$ cat src/rtl/alu_op_sequencer.sv
// Control sequencer for the shared-bus 64-bit registered ALU.
// Runs one reg-to-reg instruction through read, execute and write-back phases.
module alu_op_sequencer #(
  parameter int REG_SEL_W = 4,
  parameter int OP_W      = 5
) (
  input  logic                 clk,
  input  logic                 clr,
  input  logic                 start,
  input  logic [OP_W-1:0]      op,
  input  logic [REG_SEL_W-1:0] ra,
  input  logic [REG_SEL_W-1:0] rb,
  input  logic [REG_SEL_W-1:0] rc,
  output logic                 busy,
  output logic                 done,
  output logic                 err,
  output logic [REG_SEL_W-1:0] rf_sel,
  output logic                 rf_out,
  output logic                 rf_in,
  output logic                 y_in,
  output logic [OP_W-1:0]      alu_op,
  output logic                 zlo_out,
  output logic                 zhi_out,
  output logic                 lo_in,
  output logic                 hi_in
);

  typedef enum logic [2:0] {
    S_IDLE,
    S_T1,
    S_T2,
    S_T3,
    S_T4,
    S_DONE
  } state_e;

  localparam logic [OP_W-1:0] OP_MUL = OP_W'(3);
  localparam logic [OP_W-1:0] OP_DIV = OP_W'(4);
  localparam logic [OP_W-1:0] OP_NEG = OP_W'(12);
  localparam logic [OP_W-1:0] OP_NOT = OP_W'(15);
  localparam logic [OP_W-1:0] OP_MAX = OP_W'(15);

  state_e               state_q, state_d;
  logic [OP_W-1:0]      op_q, op_d;
  logic [REG_SEL_W-1:0] ra_q, ra_d;
  logic [REG_SEL_W-1:0] rb_q, rb_d;
  logic [REG_SEL_W-1:0] rc_q, rc_d;
  logic                 err_q, err_d;

  logic legal_op;
  logic unary_op;
  logic muldiv_q;

  assign legal_op = (op != '0) && (op <= OP_MAX);
  assign unary_op = (op == OP_NEG) || (op == OP_NOT);
  assign muldiv_q = (op_q == OP_MUL) || (op_q == OP_DIV);

  always_ff @(posedge clk) begin
    if (clr) begin
      state_q <= S_IDLE;
      op_q    <= '0;
      ra_q    <= '0;
      rb_q    <= '0;
      rc_q    <= '0;
      err_q   <= 1'b0;
    end else begin
      state_q <= state_d;
      op_q    <= op_d;
      ra_q    <= ra_d;
      rb_q    <= rb_d;
      rc_q    <= rc_d;
      err_q   <= err_d;
    end
  end

  always_comb begin
    state_d = state_q;
    op_d    = op_q;
    ra_d    = ra_q;
    rb_d    = rb_q;
    rc_d    = rc_q;
    err_d   = err_q;
    unique case (state_q)
      S_IDLE: begin
        if (start) begin
          op_d  = op;
          ra_d  = ra;
          rb_d  = rb;
          rc_d  = rc;
          err_d = 1'b0;
          unique case (1'b1)
            !legal_op: begin
              state_d = S_DONE;
              err_d   = 1'b1;
            end
            unary_op: state_d = S_T2;
            default:  state_d = S_T1;
          endcase
        end
      end
      S_T1: state_d = S_T2;
      S_T2: state_d = S_T3;
      S_T3: state_d = muldiv_q ? S_T4 : S_DONE;
      S_T4: state_d = S_DONE;
      S_DONE: begin
        state_d = S_IDLE;
        err_d   = 1'b0;
      end
      default: state_d = S_IDLE;
    endcase
  end

  // Strobes decode from the state register only.
  always_comb begin
    busy    = 1'b0;
    done    = 1'b0;
    err     = 1'b0;
    rf_sel  = '0;
    rf_out  = 1'b0;
    rf_in   = 1'b0;
    y_in    = 1'b0;
    alu_op  = '0;
    zlo_out = 1'b0;
    zhi_out = 1'b0;
    lo_in   = 1'b0;
    hi_in   = 1'b0;
    unique case (state_q)
      S_IDLE: ;
      S_T1: begin
        busy   = 1'b1;
        rf_sel = ra_q;
        rf_out = 1'b1;
        y_in   = 1'b1;
      end
      S_T2: begin
        busy   = 1'b1;
        rf_sel = rb_q;
        rf_out = 1'b1;
        alu_op = op_q;
      end
      S_T3: begin
        busy    = 1'b1;
        alu_op  = op_q;
        zlo_out = 1'b1;
        if (muldiv_q) begin
          lo_in = 1'b1;
        end else begin
          rf_sel = rc_q;
          rf_in  = 1'b1;
        end
      end
      S_T4: begin
        busy    = 1'b1;
        alu_op  = op_q;
        zhi_out = 1'b1;
        hi_in   = 1'b1;
      end
      S_DONE: begin
        busy = 1'b1;
        done = 1'b1;
        err  = err_q;
      end
      default: ;
    endcase
  end

endmodule

$ cat config.mk
export PLATFORM = sky130hd
export DESIGN_NAME = alu_op_sequencer
export DESIGN_NICKNAME = d
export VERILOG_FILES = /design/src/rtl/alu_op_sequencer.sv
export SDC_FILE = /design/constraint.sdc
export NUM_CORES = 1
export LEC_CHECK = 0
export BUFFER_PORTS_ARGS = -buffer_cell sky130_fd_sc_hd__buf_2
export CAP_MARGIN = 20
export CORE_UTILIZATION = 25
export CTS_BUF_LIST = sky130_fd_sc_hd__clkbuf_16
export DETAILED_ROUTE_END_ITERATION = 16
export PLACE_DENSITY = 0.43
export SETUP_SLACK_MARGIN = 0.3
export SYNTH_ARGS = -nofsm -noshare
export SYNTH_HDL_FRONTEND = slang
export SYNTH_SLANG_ARGS = --single-unit
$ cat constraint.sdc
create_clock -name clk -period 1.8 [get_ports clk]
set_clock_uncertainty 0.15 [all_clocks]
set_input_delay 0.18 -clock clk [delete_from_list [all_inputs] [get_ports clk]]
set_output_delay 0.18 -clock clk [all_outputs]
set_load 0.02 [all_outputs]
==> results.sh, run 1 <==
export IMPL_grt_pass1_vias=1215
export IMPL_grt_overflow=0
export IMPL_synthArstFlopShare_pct=0
export IMPL_synth_warnings=0
export IMPL_pwr_share_comb_pct=63.1
export IMPL_die_w_um=67.8
export IMPL_dr_first_iter_drc_count=34
export IMPL_violations="negative setup slack"
export IMPL_die_h_um=67.8
export IMPL_setup_worst_path_start="op_q[0]"
export IMPL_synth_edf_count=0
export IMPL_h_tree_depth=1
export IMPL_cpPeakStageDelay_ns=0.40
export IMPL_ctsRootBufferMaster="clkbuf_16"
export IMPL_p_per_area_mw_per_mm2=1530
export IMPL_hold_class="input pin to register"
export IMPL_required_ns=1.47
export IMPL_hold_viol=0
export IMPL_clk_pin_slew_worst_paths_ns=0.06
export IMPL_slew_headroom_pct=55.3
export IMPL_synth_fp_nets=157
export IMPL_final_cell_mix="buf_6, nand2_1, buf_2, a21oi_2, dfxtp_1"
export IMPL_cts_buffer_depth=2
export IMPL_drtPass1Iterations=4
export IMPL_cts_buffers=3
export IMPL_pre_cts_ws_ns=0.0704
export IMPL_synth_area_mm2=0.00108
export IMPL_p_sw_share_pct=38.6
export IMPL_grt_pass1_wl_um=5750
export IMPL_ant_nets=0
export IMPL_p_sw_mw=1.28
export IMPL_drive_above_1_share_pct=72.0
export IMPL_std_cell_rows=23
export IMPL_nets=221
export IMPL_p_clk_share_pct=13.9
export IMPL_crit_path_start_kind="register"
export IMPL_run_status="complete, but fails checks"
export IMPL_cap_viol_max_count=0
export IMPL_p_seq_share_pct=23.0
export IMPL_synth_distinct_cells=34
export IMPL_synth_seq_area_share_pct=38.9
export IMPL_wl_um=3570
export IMPL_hpwlAfterDp_um=2270
export IMPL_rsz0062_at_grt="yes"
export IMPL_peakVddDrop_v=0.000631
export IMPL_io_buffers=38
export IMPL_syn_inst=137
export IMPL_insertion_delay_ns=0.25
export IMPL_crit_fanout=7
export IMPL_dominantRegCellSynth="dfxtp_1"
export IMPL_synth_top_cell_area_share_pct=38.9
export IMPL_cp_cell_sequence="or3b_4, a211oi_4, buf_12, and2_4, buf_6"
export IMPL_slew_viol_final=0
export IMPL_io_pins=39
export IMPL_grt_max_degree=24
export IMPL_crit_path_end_kind="primary output"
export IMPL_place_congestion=0.758
export IMPL_setup_viol=6
export IMPL_initial_core_util_pct=26.5
export IMPL_worstSetupPathType="register to primary output"
export IMPL_finalCriticalPeriod_ns=1.97
export IMPL_hold_slack_ns=0.0207
export IMPL_fin_crit_sh_pct=109
export IMPL_cp_top_family="simple AND/OR/NAND/NOR gates"
export IMPL_worst_pin_slew_ns=0.665
export IMPL_cts_sinks=21
export IMPL_crit_arrival_ns=1.64
export IMPL_min_from="rc[0]"
export IMPL_drcViolationCount=0
export IMPL_worst_slack_ns=-0.170
export IMPL_area_growth_pct=99.7
export IMPL_die_area_mm2=0.00459
export IMPL_synth_seq_cells=21
export IMPL_antenna_found_initial=0
export IMPL_synth_area_leaders="dfxtp_1, nand2_1, a21oi_1, nor2b_1, buf_6"
export IMPL_wl_per_cell_um=14.3
export IMPL_cp_slowest_cell="or3b_4"
export IMPL_crit_buf_inv=2
export IMPL_max_freq_mhz=508
export IMPL_fin_tns_setup_ns=-0.848
export IMPL_totalPowerFinal_mw=3.31
export IMPL_intPower_mw=2.03
export IMPL_synth_top_cell_by_area="dfxtp_1"
export IMPL_cts_tree="yes"
export IMPL_viasPerCell=4.84
export IMPL_ctsHoldBuffers=0
export IMPL_final_common_cell="buf_6"
export IMPL_vias=1210
export IMPL_r2r_start="state_q[0]"
export IMPL_avgSynthCellArea_um2=7.89
export IMPL_core_area_mm2=0.00409
export IMPL_grt_total_usage_pct=17.0
export IMPL_p_leak_nw=0.877
export IMPL_num_antenna_cells=0
==> metal layers <==
layer	routed length [µm]	up-vias	track usage, %
li1	-	602	-
met1	1570	581	21.5
met2	1820	23	28.0
met3	133	4	3.38
met4	42	0	6.91
met5	0	-	0
==> cells in the mapped netlist, types with 2 or more instances <==
| cell type | count |
|---|---|
| nor4_1 | 3 |
| buf_4 | 2 |
| nor2_1 | 4 |
| dfxtp_1 | 21 |
| nor2b_1 | 8 |
| nand2_1 | 38 |
| a22oi_1 | 4 |
| clkbuf_1 | 4 |
| a2111oi_0 | 2 |
| and2_1 | 2 |
| buf_2 | 2 |
| a21oi_1 | 17 |
| nor3_1 | 3 |
| buf_6 | 3 |
| o22ai_1 | 5 |
==> timing repair <==
item / 4_1_cts / 5_1_grt
pin swaps: 40 / 5
gates cloned: 1 / 0
endpoints found under the setup margin: 39 / 38
resized for setup: 98 / 32
buffers inserted: 11 / 5
==> path summary, 6_finish.rpt <==
| path | to | slack, ns | cells after the start |
|---|---|---|---|
| setup reg to reg | op_q[3] | 0.12 | 5 |
| setup / recovery | lo_in | -0.17 | 5 |
| hold / removal | rc_q[0] | 0.02 | 3 |
| hold reg to reg | rb_q[3] | 0.32 | 2 |
==> power by group through the flow <==
stage	sequential (mW)	combinational (mW)	clock [mW]
2_1_floorplan	0.655	0.855	0
3_3_place_gp	0.709	1.16	0
3_5_place_dp	0.710	1.16	0
4_1_cts	0.735	1.78	0.475
5_1_grt	0.781	2.21	0.505
6_report	0.760	2.09	0.460
==> registers in the layout, summed over array words and instances, names as in the netlist <==
register,flops
ra_q,4
rc_q,4
rb_q,4
err_q,1
op_q,5
state_q,3
==> through the flow <==
step	cell area (µm²)	std cells	utilization, %
after detailed placement	1460	229	35.8
after global routing	2160	250	52.8
after global placement	1460	229	35.8
after floorplan	1160	137	-
final	2160	250	52.8
after CTS	1970	245	48.1
==> area by class of cell <==
class                   instances  area (µm²)
well taps                      50        62.6
repair buffers                 70         652
flip-flops and latches         21         435
clock buffers                   3        75.1
fillers                       376        1930
multi-input cells             104         923
clock inverters                 1        3.75
inverters                       1        6.26
==> tightest hold or removal path, stage by stage <==
cell	delay, ns
buf_2	0.09
nand2_1	0.05
a21oi_1	0.05
==> cells by family after synthesis <==
logic type	count (synthesis)	synth area share [%]
AOI/OAI and AO/OA	33	19.7
xor gates and xnor gates	1	0.810
and+or+nand+nor	70	33.5
buffers and inverters	12	7.17
DFF	21	38.9
(Power assumes the default switching activity.)
==> inputs of run 2 (changes only) <==
==> constraint.sdc (replaced) <==
create_clock -name clk -period 2.38 [get_ports clk]
set_clock_uncertainty 0.15 [all_clocks]
set_input_delay 0.238 -clock clk [delete_from_list [all_inputs] [get_ports clk]]
set_output_delay 0.238 -clock clk [all_outputs]
set_load 0.02 [all_outputs]
==> results.sh, run 2 (same netlist as run 1, synthesis figures left out) <==
export IMPL_run_status="finished clean"
export IMPL_wl_um=2870
export IMPL_finalCriticalPeriod_ns=2.02
export IMPL_io_buffers=38
export IMPL_cp_cell_sequence="or3b_4, a211oi_4, buf_6, and2_1, buf_2"
export IMPL_cpPeakStageDelay_ns=0.41
export IMPL_finalNonFillerCells=226
export IMPL_worstSetupPathType="register to primary output"
export IMPL_fin_tns_setup_ns=0
export IMPL_place_congestion=0.757
export IMPL_die_area_mm2=0.00459
export IMPL_ctsHoldBuffers=0
export IMPL_p_leak_nw=0.605
export IMPL_vias=1071
export IMPL_hpwlAfterDp_um=2130
export IMPL_cap_viol_max_count=0
export IMPL_crit_path_start_kind="register"
export IMPL_fin_crit_sh_pct=84.7
export IMPL_h_tree_depth=1
export IMPL_num_antenna_cells=0
export IMPL_cts_buffers=3
export IMPL_insertion_delay_ns=0.25
export IMPL_crit_path_end_kind="primary output"
export IMPL_grt_total_usage_pct=13.6
export IMPL_area_growth_pct=31.4
export IMPL_cp_slowest_cell="or3b_4"
export IMPL_cts_sinks=21
export IMPL_std_cell_rows=23
export IMPL_fillCellCount=460
export IMPL_nets=197
export IMPL_viasPerCell=4.74
export IMPL_pre_cts_ws_ns=0.386
export IMPL_regMostFlops="op_q"
export IMPL_drtPass1Iterations=4
export IMPL_core_area_mm2=0.00409
export IMPL_placed_cells=221
export IMPL_die_h_um=67.8
export IMPL_worst_slack_ns=0.364
export IMPL_clk_pin_slew_worst_paths_ns=0.06
export IMPL_die_w_um=67.8
export IMPL_slew_viol_final=0
export IMPL_ant_nets=0
export IMPL_postLayoutCoreUtil_pct=34.8
export IMPL_final_cell_mix="nand2_1, buf_2, dfxtp_1, a21oi_1, nor2b_1"
export IMPL_io_pins=39
export IMPL_dr_first_iter_drc_count=45
export IMPL_drive_above_1_share_pct=34.1
export IMPL_slew_headroom_pct=71.9
export IMPL_cts_tree="yes"
export IMPL_p_per_area_mw_per_mm2=1140
export IMPL_grt_pass1_vias=995
export IMPL_drcViolationCount=0
export IMPL_peakVddDrop_v=0.000401
export IMPL_max_freq_mhz=496
export IMPL_largest_register_ff_count=5
export IMPL_initial_core_util_pct=26.5
export IMPL_worst_pin_slew_ns=0.422
export IMPL_cp_top_family="simple AND/OR/NAND/NOR gates"
export IMPL_grt_overflow=0
export IMPL_crit_arrival_ns=1.63
export IMPL_hold_class="input pin to register"
export IMPL_cts_buffer_depth=2
export IMPL_wl_per_cell_um=12.7
export IMPL_rsz0062_at_grt="no"
export IMPL_hold_viol=0
export IMPL_grt_max_degree=24
export IMPL_ctsRootBufferMaster="clkbuf_16"
export IMPL_crit_fanout=7
export IMPL_antenna_found_initial=0
export IMPL_grt_pass1_wl_um=4630
export IMPL_crit_buf_inv=2
export IMPL_required_ns=1.99
export IMPL_setup_viol=0
==> run 2: cell types whose count changed in the layout (fill, tap and decap cells not counted), moves of 4 or more <==
cell,change
a21oi_1,+16
a21oi_2,-16
buf_2,+18
buf_4,-7
buf_6,-30
dfxtp_1,+4
nand2_1,+17
nand2_2,-4
nand2_4,-13
nor2b_1,+8
nor2b_4,-8
o22ai_1,+4
o22ai_2,-4
==> run 2: final cells by class <==
| type | instances | area, µm² | area share, % |
|---|---|---|---|
| clock buffers | 3 | 75.1 | 5.29 |
| clock inverters | 1 | 3.75 | 0.264 |
| inverters | 1 | 3.75 | 0.264 |
| multi-input cells | 104 | 598 | 42.1 |
| flip-flops and latches | 21 | 423 | 29.8 |
| well taps | 50 | 62.6 | 4.41 |
| repair buffers | 46 | 254 | 17.9 |
==> run 2: power breakdown <==
group	total [mW]	internal, mW	switching, mW
sequential	0.528	0.441	0.0867
combinational	0.744	0.305	0.439
clock	0.345	0.224	0.121
==> run 2: final timing paths <==
kind	from	end	slack [ns]	depth (start not counted)
setup / recovery	op_q[0]	lo_in	0.36	5
hold / removal	rb[0]	rb_q[0]	0.07	3
setup reg to reg	state_q[2]	rb_q[2]	0.59	4
hold reg to reg	rc_q[2]	rc_q[2]	0.31	2
==> run 2: metrics by stage <==
| step | cell area (µm²) | hold WS (ns) | total power [mW] |
|---|---|---|---|
| 6_report | 1420 | 0.0736 | 1.62 |
| 5_1_grt | 1420 | 0.0808 | 1.74 |
| 4_1_cts | 1410 | 0.0687 | 1.63 |
| 3_5_place_dp | 1320 | 0.296 | 1.26 |
| 3_3_place_gp | 1320 | 0.293 | 1.26 |
| 2_1_floorplan | 1090 | 0.178 | 1.07 |
==> run 2: metal layers <==
layer  vias to the layer above  GRT usage, %  routed length (µm)
li1                        551             -                   -
met1                       488          17.1                1340
met2                        30          22.2                1320
met3                         2          3.55                 184
met4                         0          4.52                  19
met5                         -             0                   0
==> run 2: repair_timing <==
item / CTS / global route
pin swaps: 1 / 0
buffers inserted: 1 / 0
endpoints found under the setup margin: 6 / 5
hold endpoints to repair: 0 / 0
resized for setup: 1 / 5
==> run 2: worst register-to-register path: stages (launching register included) <==
cell and delay (ns):
dfxtp_1 0.40, or4b_1 0.72, buf_4 0.27, nand2_1 0.07, a21oi_1 0.06
